<file path="src/rtl/tweezer_dac_pkg.sv">
// Shared state encoding, frame sizing and default DAC command for the
// tweezer DAC SPI transmitter.
package tweezer_dac_pkg;

  typedef enum logic [1:0] {
    IDLE  = 2'd0,
    SETUP = 2'd1,
    SHIFT = 2'd2,
    GAP   = 2'd3
  } tx_state_e;

  // DAC "write input register and update output" command
  localparam logic [7:0] DAC_CMD_WRITE_UPDATE = 8'h30;

  function automatic int unsigned frame_bits(input int unsigned cmd_bits,
                                             input int unsigned data_width);
    return cmd_bits + data_width;
  endfunction

  // Width of a down-counter that holds values 0 .. n-1
  function automatic int unsigned cnt_width(input int unsigned n);
    return (n > 1) ? $clog2(n) : 1;
  endfunction

endpackage

</file>
<file path="src/rtl/tweezer_dac_spi_tx_timer.sv">
// SCLK half-period tick generator: down-counter modulo DIV with synchronous
// restart; tick is high for one cycle at terminal count.
module spi_half_period_timer
  import tweezer_dac_pkg::*;
#(
  parameter int unsigned DIV = 2
) (
  input  logic clk,
  input  logic reset,
  input  logic restart,
  output logic tick
);

  localparam int unsigned CW = cnt_width(DIV);
  localparam logic [CW-1:0] LOAD = CW'(DIV - 1);

  logic [CW-1:0] cnt;

  always_ff @(posedge clk) begin
    if (!reset || restart) begin
      cnt <= LOAD;
    end else if (cnt == '0) begin
      cnt <= LOAD;
    end else begin
      cnt <= cnt - 1'b1;
    end
  end

  assign tick = (cnt == '0) && !restart;

endmodule

</file>
<file path="src/rtl/tweezer_dac_spi_tx.sv">
// SPI transmitter for the tweezer controller feedback word: {CMD_WORD, sample}
// MSB first, one pending slot, saturating overrun count.
// Optional LDAC strobe output is enabled by defining TWEEZER_DAC_LDAC_EN.
//
//   state | meaning
//   IDLE  | nothing in flight, cs_n high
//   SETUP | cs_n low, first bit on mosi, sclk low for one half-period
//   SHIFT | sclk toggling each half-period, mosi advances on falling edges
//   GAP   | cs_n high for the inter-frame gap, pending sample launches after
module tweezer_dac_spi_tx
  import tweezer_dac_pkg::*;
#(
  parameter int unsigned         DATA_WIDTH    = 16,
  parameter int unsigned         CMD_BITS      = 8,
  parameter logic [CMD_BITS-1:0] CMD_WORD      = CMD_BITS'(DAC_CMD_WRITE_UPDATE),
  parameter int unsigned         SCLK_DIV      = 2,
  parameter int unsigned         CS_GAP        = 4,
  parameter int unsigned         OFFSET_BINARY = 1
) (
  input  logic                  clk,
  input  logic                  reset,
  input  logic [DATA_WIDTH-1:0] sample_in,
  input  logic                  sample_valid,
  output logic                  dac_sclk,
  output logic                  dac_mosi,
  output logic                  dac_cs_n,
  output logic                  busy,
  output logic                  frame_done,
  output logic [15:0]           overrun_count
`ifdef TWEEZER_DAC_LDAC_EN
  ,
  output logic                  dac_ldac_n
`endif
);

  localparam int unsigned FB = frame_bits(CMD_BITS, DATA_WIDTH);
`ifdef TWEEZER_DAC_LDAC_EN
  // GAP must cover the whole LDAC pulse before the next frame starts
  localparam int unsigned GAP_LEN = (CS_GAP > SCLK_DIV) ? CS_GAP : SCLK_DIV + 1;
`else
  localparam int unsigned GAP_LEN = CS_GAP;
`endif
  localparam int unsigned BW = $clog2(FB + 1);
  localparam int unsigned GW = cnt_width(GAP_LEN);
  localparam logic [BW-1:0] BITS_LOAD = BW'(FB);
  localparam logic [GW-1:0] GAP_LOAD  = GW'(GAP_LEN - 1);
  localparam logic [DATA_WIDTH-1:0] CONV_MASK =
    (OFFSET_BINARY != 0) ? {1'b1, {(DATA_WIDTH-1){1'b0}}} : '0;

  tx_state_e             state;
  logic [FB-1:0]         shreg;
  logic [FB-1:0]         frame_new;
  logic [BW-1:0]         bits_left;
  logic [GW-1:0]         gap_cnt;
  logic [DATA_WIDTH-1:0] pend_data;
  logic [DATA_WIDTH-1:0] src;
  logic                  pend_valid;
  logic                  start;
  logic                  restart;
  logic                  tick;

  // A sample arriving on the last GAP cycle takes precedence over pending
  always_comb begin
    src       = (state == IDLE || sample_valid) ? sample_in : pend_data;
    frame_new = {CMD_WORD, src ^ CONV_MASK};
    start     = ((state == IDLE) && sample_valid) ||
                ((state == GAP) && (gap_cnt == '0) && (sample_valid || pend_valid));
    restart   = (state == IDLE) || (state == GAP);
  end

  spi_half_period_timer #(
    .DIV (SCLK_DIV)
  ) u_half_timer (
    .clk     (clk),
    .reset   (reset),
    .restart (restart),
    .tick    (tick)
  );

  always_ff @(posedge clk) begin
    if (!reset) begin
      state         <= IDLE;
      dac_cs_n      <= 1'b1;
      dac_sclk      <= 1'b0;
      dac_mosi      <= 1'b0;
      busy          <= 1'b0;
      frame_done    <= 1'b0;
      overrun_count <= '0;
      shreg         <= '0;
      bits_left     <= '0;
      gap_cnt       <= '0;
      pend_data     <= '0;
      pend_valid    <= 1'b0;
    end else begin
      frame_done <= 1'b0;

      if (sample_valid && (state != IDLE)) begin
        pend_data  <= sample_in;
        pend_valid <= 1'b1;
        if (pend_valid && (overrun_count != 16'hFFFF)) begin
          overrun_count <= overrun_count + 16'd1;
        end
      end

      if (start) begin
        state      <= SETUP;
        busy       <= 1'b1;
        dac_cs_n   <= 1'b0;
        dac_sclk   <= 1'b0;
        shreg      <= frame_new;
        dac_mosi   <= frame_new[FB-1];
        bits_left  <= BITS_LOAD;
        pend_valid <= 1'b0;
      end else begin
        case (state)
          SETUP: begin
            if (tick) begin
              dac_sclk <= 1'b1;
              state    <= SHIFT;
            end
          end
          SHIFT: begin
            if (tick) begin
              if (dac_sclk) begin
                dac_sclk  <= 1'b0;
                shreg     <= shreg << 1;
                dac_mosi  <= shreg[FB-2];
                bits_left <= bits_left - 1'b1;
              end else if (bits_left == '0) begin
                dac_cs_n   <= 1'b1;
                dac_mosi   <= 1'b0;
                frame_done <= 1'b1;
                gap_cnt    <= GAP_LOAD;
                state      <= GAP;
              end else begin
                dac_sclk <= 1'b1;
              end
            end
          end
          GAP: begin
            if (gap_cnt == '0) begin
              state <= IDLE;
              busy  <= 1'b0;
            end else begin
              gap_cnt <= gap_cnt - 1'b1;
            end
          end
          default: ;
        endcase
      end
    end
  end

`ifdef TWEEZER_DAC_LDAC_EN
  localparam int unsigned LW = cnt_width(SCLK_DIV);
  localparam logic [LW-1:0] LDAC_LOAD = LW'(SCLK_DIV - 1);

  logic [LW-1:0] ldac_cnt;

  always_ff @(posedge clk) begin
    if (!reset) begin
      dac_ldac_n <= 1'b1;
      ldac_cnt   <= '0;
    end else if (frame_done) begin
      dac_ldac_n <= 1'b0;
      ldac_cnt   <= LDAC_LOAD;
    end else if (!dac_ldac_n) begin
      if (ldac_cnt == '0) begin
        dac_ldac_n <= 1'b1;
      end else begin
        ldac_cnt <= ldac_cnt - 1'b1;
      end
    end
  end
`endif

endmodule
</file>
<file path="config.mk">
export PLATFORM = sky130hd
export DESIGN_NAME = tweezer_dac_spi_tx
export DESIGN_NICKNAME = d
export VERILOG_FILES = /design/src/rtl/tweezer_dac_pkg.sv /design/src/rtl/tweezer_dac_spi_tx_timer.sv /design/src/rtl/tweezer_dac_spi_tx.sv
export SDC_FILE = /design/constraint.sdc
export NUM_CORES = 1
export LEC_CHECK = 0
export CORE_MARGIN = 10
export CORE_UTILIZATION = 56
export DETAILED_ROUTE_END_ITERATION = 7
export GPL_ROUTABILITY_DRIVEN = 0
export PLACE_DENSITY = 0.8
export RECOVER_POWER = 100
export SLEW_MARGIN = 15
export SYNTH_ARGS = -nofsm -noshare
export SYNTH_HDL_FRONTEND = slang
export SYNTH_SLANG_ARGS = --single-unit
</file>
<file path="constraint.sdc">
create_clock -name clk -period 2.9 [get_ports clk]
set_clock_uncertainty 0.2 [all_clocks]
set_input_delay 0.87 -clock clk [delete_from_list [all_inputs] [get_ports clk]]
set_output_delay 0.87 -clock clk [all_outputs]
set_load 0.005 [all_outputs]
</file>
==> results.toml, run 1 <==
[yosys]
netlist_instances = 417
synth_area_um2 = 3420
synth_top_area_share_pct = 41.5
synth_mux_area_share_pct = 8.41
synth_ff_type = "dfxtp_1"
synthTopCellsByArea = "dfxtp_1 (42%), nand2_1 (11%), a21oi_1 (5.4%)"
synthXorXnorAreaFrac_pct = 0.768
synth_nets = 445
syn_avg_cell_area_um2 = 8.21
yosys_warnings = 0
synthDistinctLibCells = 51
synth_adder_area_share_pct = 3.29
seq_area_frac_synth_pct = 41.5
yosysTopAreaCell = "dfxtp_1"
synth-edff-count = 0
synth-seq-cells = 71
synthSimpleGateAreaFrac_pct = 24.1
synth.most_common_cell = "nand2_1"
synthArstFlopShare_pct = 0
synth-compound-area-share_pct = 17.2
synth_top_family_by_area = "simple AND/OR/NAND/NOR gates"
synth_commonest_cells = "nand2_1 (101), dfxtp_1 (71), a21oi_1 (37), o21ai_0 (24), a31oi_1 (18)"

[pwr]
power_density_nw_per_um2 = 708
p_seq_share_pct = 41.4
swShare_pct = 31.5
p_int_uw = 2010
leakagePower_uw = 0.00150
p_clk_share_pct = 30.5
ir_drop_uv = 436
switchingPower_uw = 922
power_uw = 2930
comb_power_share_pct = 28.1

[drt]
avgRoutedWirePerCell_um = 15.3
drt-total-wl_mm = 8.21
drc_errors = 0
first_pass_iters = 5
drt_iter0_drc = 147
viasPerCell = 5.78
vias = 3109
postRouteAntennaNets = 0

[setup_path]
cp_slowest_cell = "dlygate4sd3_1"
cp.arrival_ns = 2.71
crit_fanout = 6
path_cells = "dlygate4sd3_1 -> and3b_1 -> nand3_2 -> or4_1 -> a21oi_1"
cp-start-kind = "input pin"
critPathKind = "in -> reg"
end_kind = "flip-flop"
cp_num_buf_inv = 1
worst_ep_required_time_ns = 2.97
slowest_delay_ns = 0.67
crit_family = "simple AND/OR/NAND/NOR gates"

[outcome]
status = "completed"

[sta]
clock.fmax_mhz = 378
tns_ns = 0
rsz0062_at_grt = "false"
setup_slack_ns = 0.257
setup_viol = 0
fin_crit_ns = 2.64
relSlewSlack_pct = 36.0
slew_viol_final = 0
max_slew.worst_pin.slew_ns = 0.959
final_hold_viol_count = 0
min_period_over_period_pct = 91.2

[finish]
fin_cells = 538
layout-drive-gt1-share_pct = 11.0
fin_nets = 486
fin_util_pct = 70.0
fill_cells = 485
n_antenna_cell = 0
syn_to_final_growth_pct = 21.1

[place]
dp_hpwl_mm = 5.74
portBuffers = 39
placed_cells = 522
place_worst_setup_slack_ns = 0.00866

[clock_tree]
clock_sink_count = 71
ctsHoldBuffers = 0
post_cts_resized = 0
root_buffer = "clkbuf_8"
cts-buffers-inserted = 9
htreeDepth = 3
cts_setup_buffers = 0
cts_tree = "built"
worstSkewPairLatency_ns = 0.36
cts.path.max_buffers = 2
clkTransAtPathRegs_ns = 0.08

[floorplan]
start_util_pct = 57.8
fp.coreArea_um2 = 5920
io_pins = 40
die_h_um = 98.2
die_w_um = 98.2
die_area_um2 = 9640
num_rows = 28

[grt]
grt_overflow = 0
grt_max_degree = 29
grt_antenna_before_repair = 0
grt_pass1_vias = 3007
grt_usage_pct = 16.8
grt_pass1_wl_mm = 14.0

[flow_run]
maxCapViolCount = 0

[worst_hold_path]
holdCritPathClass = "reg -> reg"
[cell families after synthesis]
| kind of cell | count (synthesis) |
|---|---|
| and+or+nand+nor | 172 |
| buffers and inverters | 37 |
| muxes | 27 |
| DFF | 71 |
| adders and majority gates | 9 |
| AOI/OAI and AO/OA | 98 |
| xor gates and xnor gates | 3 |
[cell type report]
class | instances | area [µm²] | area share (%)
clock buffer | 11 | 141 | 3.41
clock inverter | 5 | 81.3 | 1.96
inverter | 10 | 37.5 | 0.906
multi-input combinational | 309 | 1830 | 44.2
sequential | 71 | 1420 | 34.3
tap | 75 | 93.8 | 2.27
timing repair buffer | 57 | 536 | 12.9
[worst register-to-register path: stages (launching register included)]
cell and delay [ns]:
dfxtp_1 0.43, inv_1 0.11, ha_1 0.29, and3b_1 0.35, nand3_2 0.15, or4_1 0.54, a21oi_1 0.18
[power by group through the flow]
stage          clock, µW  sequential, µW  combinational (µW)
2_1_floorplan          0            1210                 604
3_3_place_gp           0            1220                 816
3_5_place_dp           0            1230                 841
4_1_cts              895            1210                 850
5_1_grt              931            1230                 924
6_report             894            1210                 825
[layout by cell type, fill, tap and decap left out, types with 2 or more instances in the layout]
cell,instances
a31oi_1,18
mux2i_1,13
nor3_1,6
buf_4,12
xor2_1,2
nand3_1,8
bufinv_16,2
nor2b_1,5
nor2_1,10
a311oi_1,3
dfxtp_1,71
inv_1,10
a22oi_1,2
a21oi_1,37
nor4_1,3
nand3b_1,3
nand4_1,7
mux2_2,14
o21ai_0,24
or4_1,2
and4_1,2
clkdlybuf4s50_1,16
nand2b_1,12
dlygate4sd3_1,23
ha_1,9
clkbuf_1,5
clkbuf_8,10
nand4b_1,2
a211oi_1,4
o31ai_1,2
buf_12,2
nand2_1,101
[registers in the layout, indices dropped and copies added (netlist names)]
signal and flops:
overrun_count 16, pend_valid 1, busy 1, dac_sclk 1, pend_data 16, gap_cnt 2
dac_mosi 1, dac_cs_n 1, frame_done 1, u_half_timer.cnt 1, shreg 23, state 2
bits_left 5
[worst paths after layout]
path | start | to | slack (ns) | depth (start not counted)
hold / removal | u_half_timer.cnt | u_half_timer.cnt | 0.24 | 1
hold reg to reg | u_half_timer.cnt | u_half_timer.cnt | 0.24 | 1
setup / recovery | sample_valid | overrun_count[8] | 0.26 | 5
setup reg to reg | state[1] | overrun_count[8] | 0.57 | 6
[stage by stage]
| stage | instance area [µm²] | hold slack [ns] |
|---|---|---|
| 2_1_floorplan | 3420 | 0.200 |
| 3_3_place_gp | 3940 | 0.215 |
| 3_5_place_dp | 3940 | 0.234 |
| 4_1_cts | 4170 | 0.246 |
| 5_1_grt | 4140 | 0.271 |
| 6_report | 4140 | 0.243 |
[layer usage]
layer,routed length (µm),GRT usage (%)
met1,3600,19.7
met2,4160,28.8
met3,342,4.65
met4,102,5.95
met5,0,0
No activity file was read; power rests on OpenSTA's default activity.
==> inputs of run 2 (changes only) <==
--- a/config.mk
+++ b/config.mk
@@ -11,6 +11,7 @@
 export GPL_ROUTABILITY_DRIVEN = 0
 export PLACE_DENSITY = 0.8
 export RECOVER_POWER = 100
+export SKIP_LAST_GASP = 1
 export SLEW_MARGIN = 15
 export SYNTH_ARGS = -nofsm -noshare
 export SYNTH_HDL_FRONTEND = slang
==> results of run 2 <==
Final layout, timing and power as in run 1 (identical DEF).
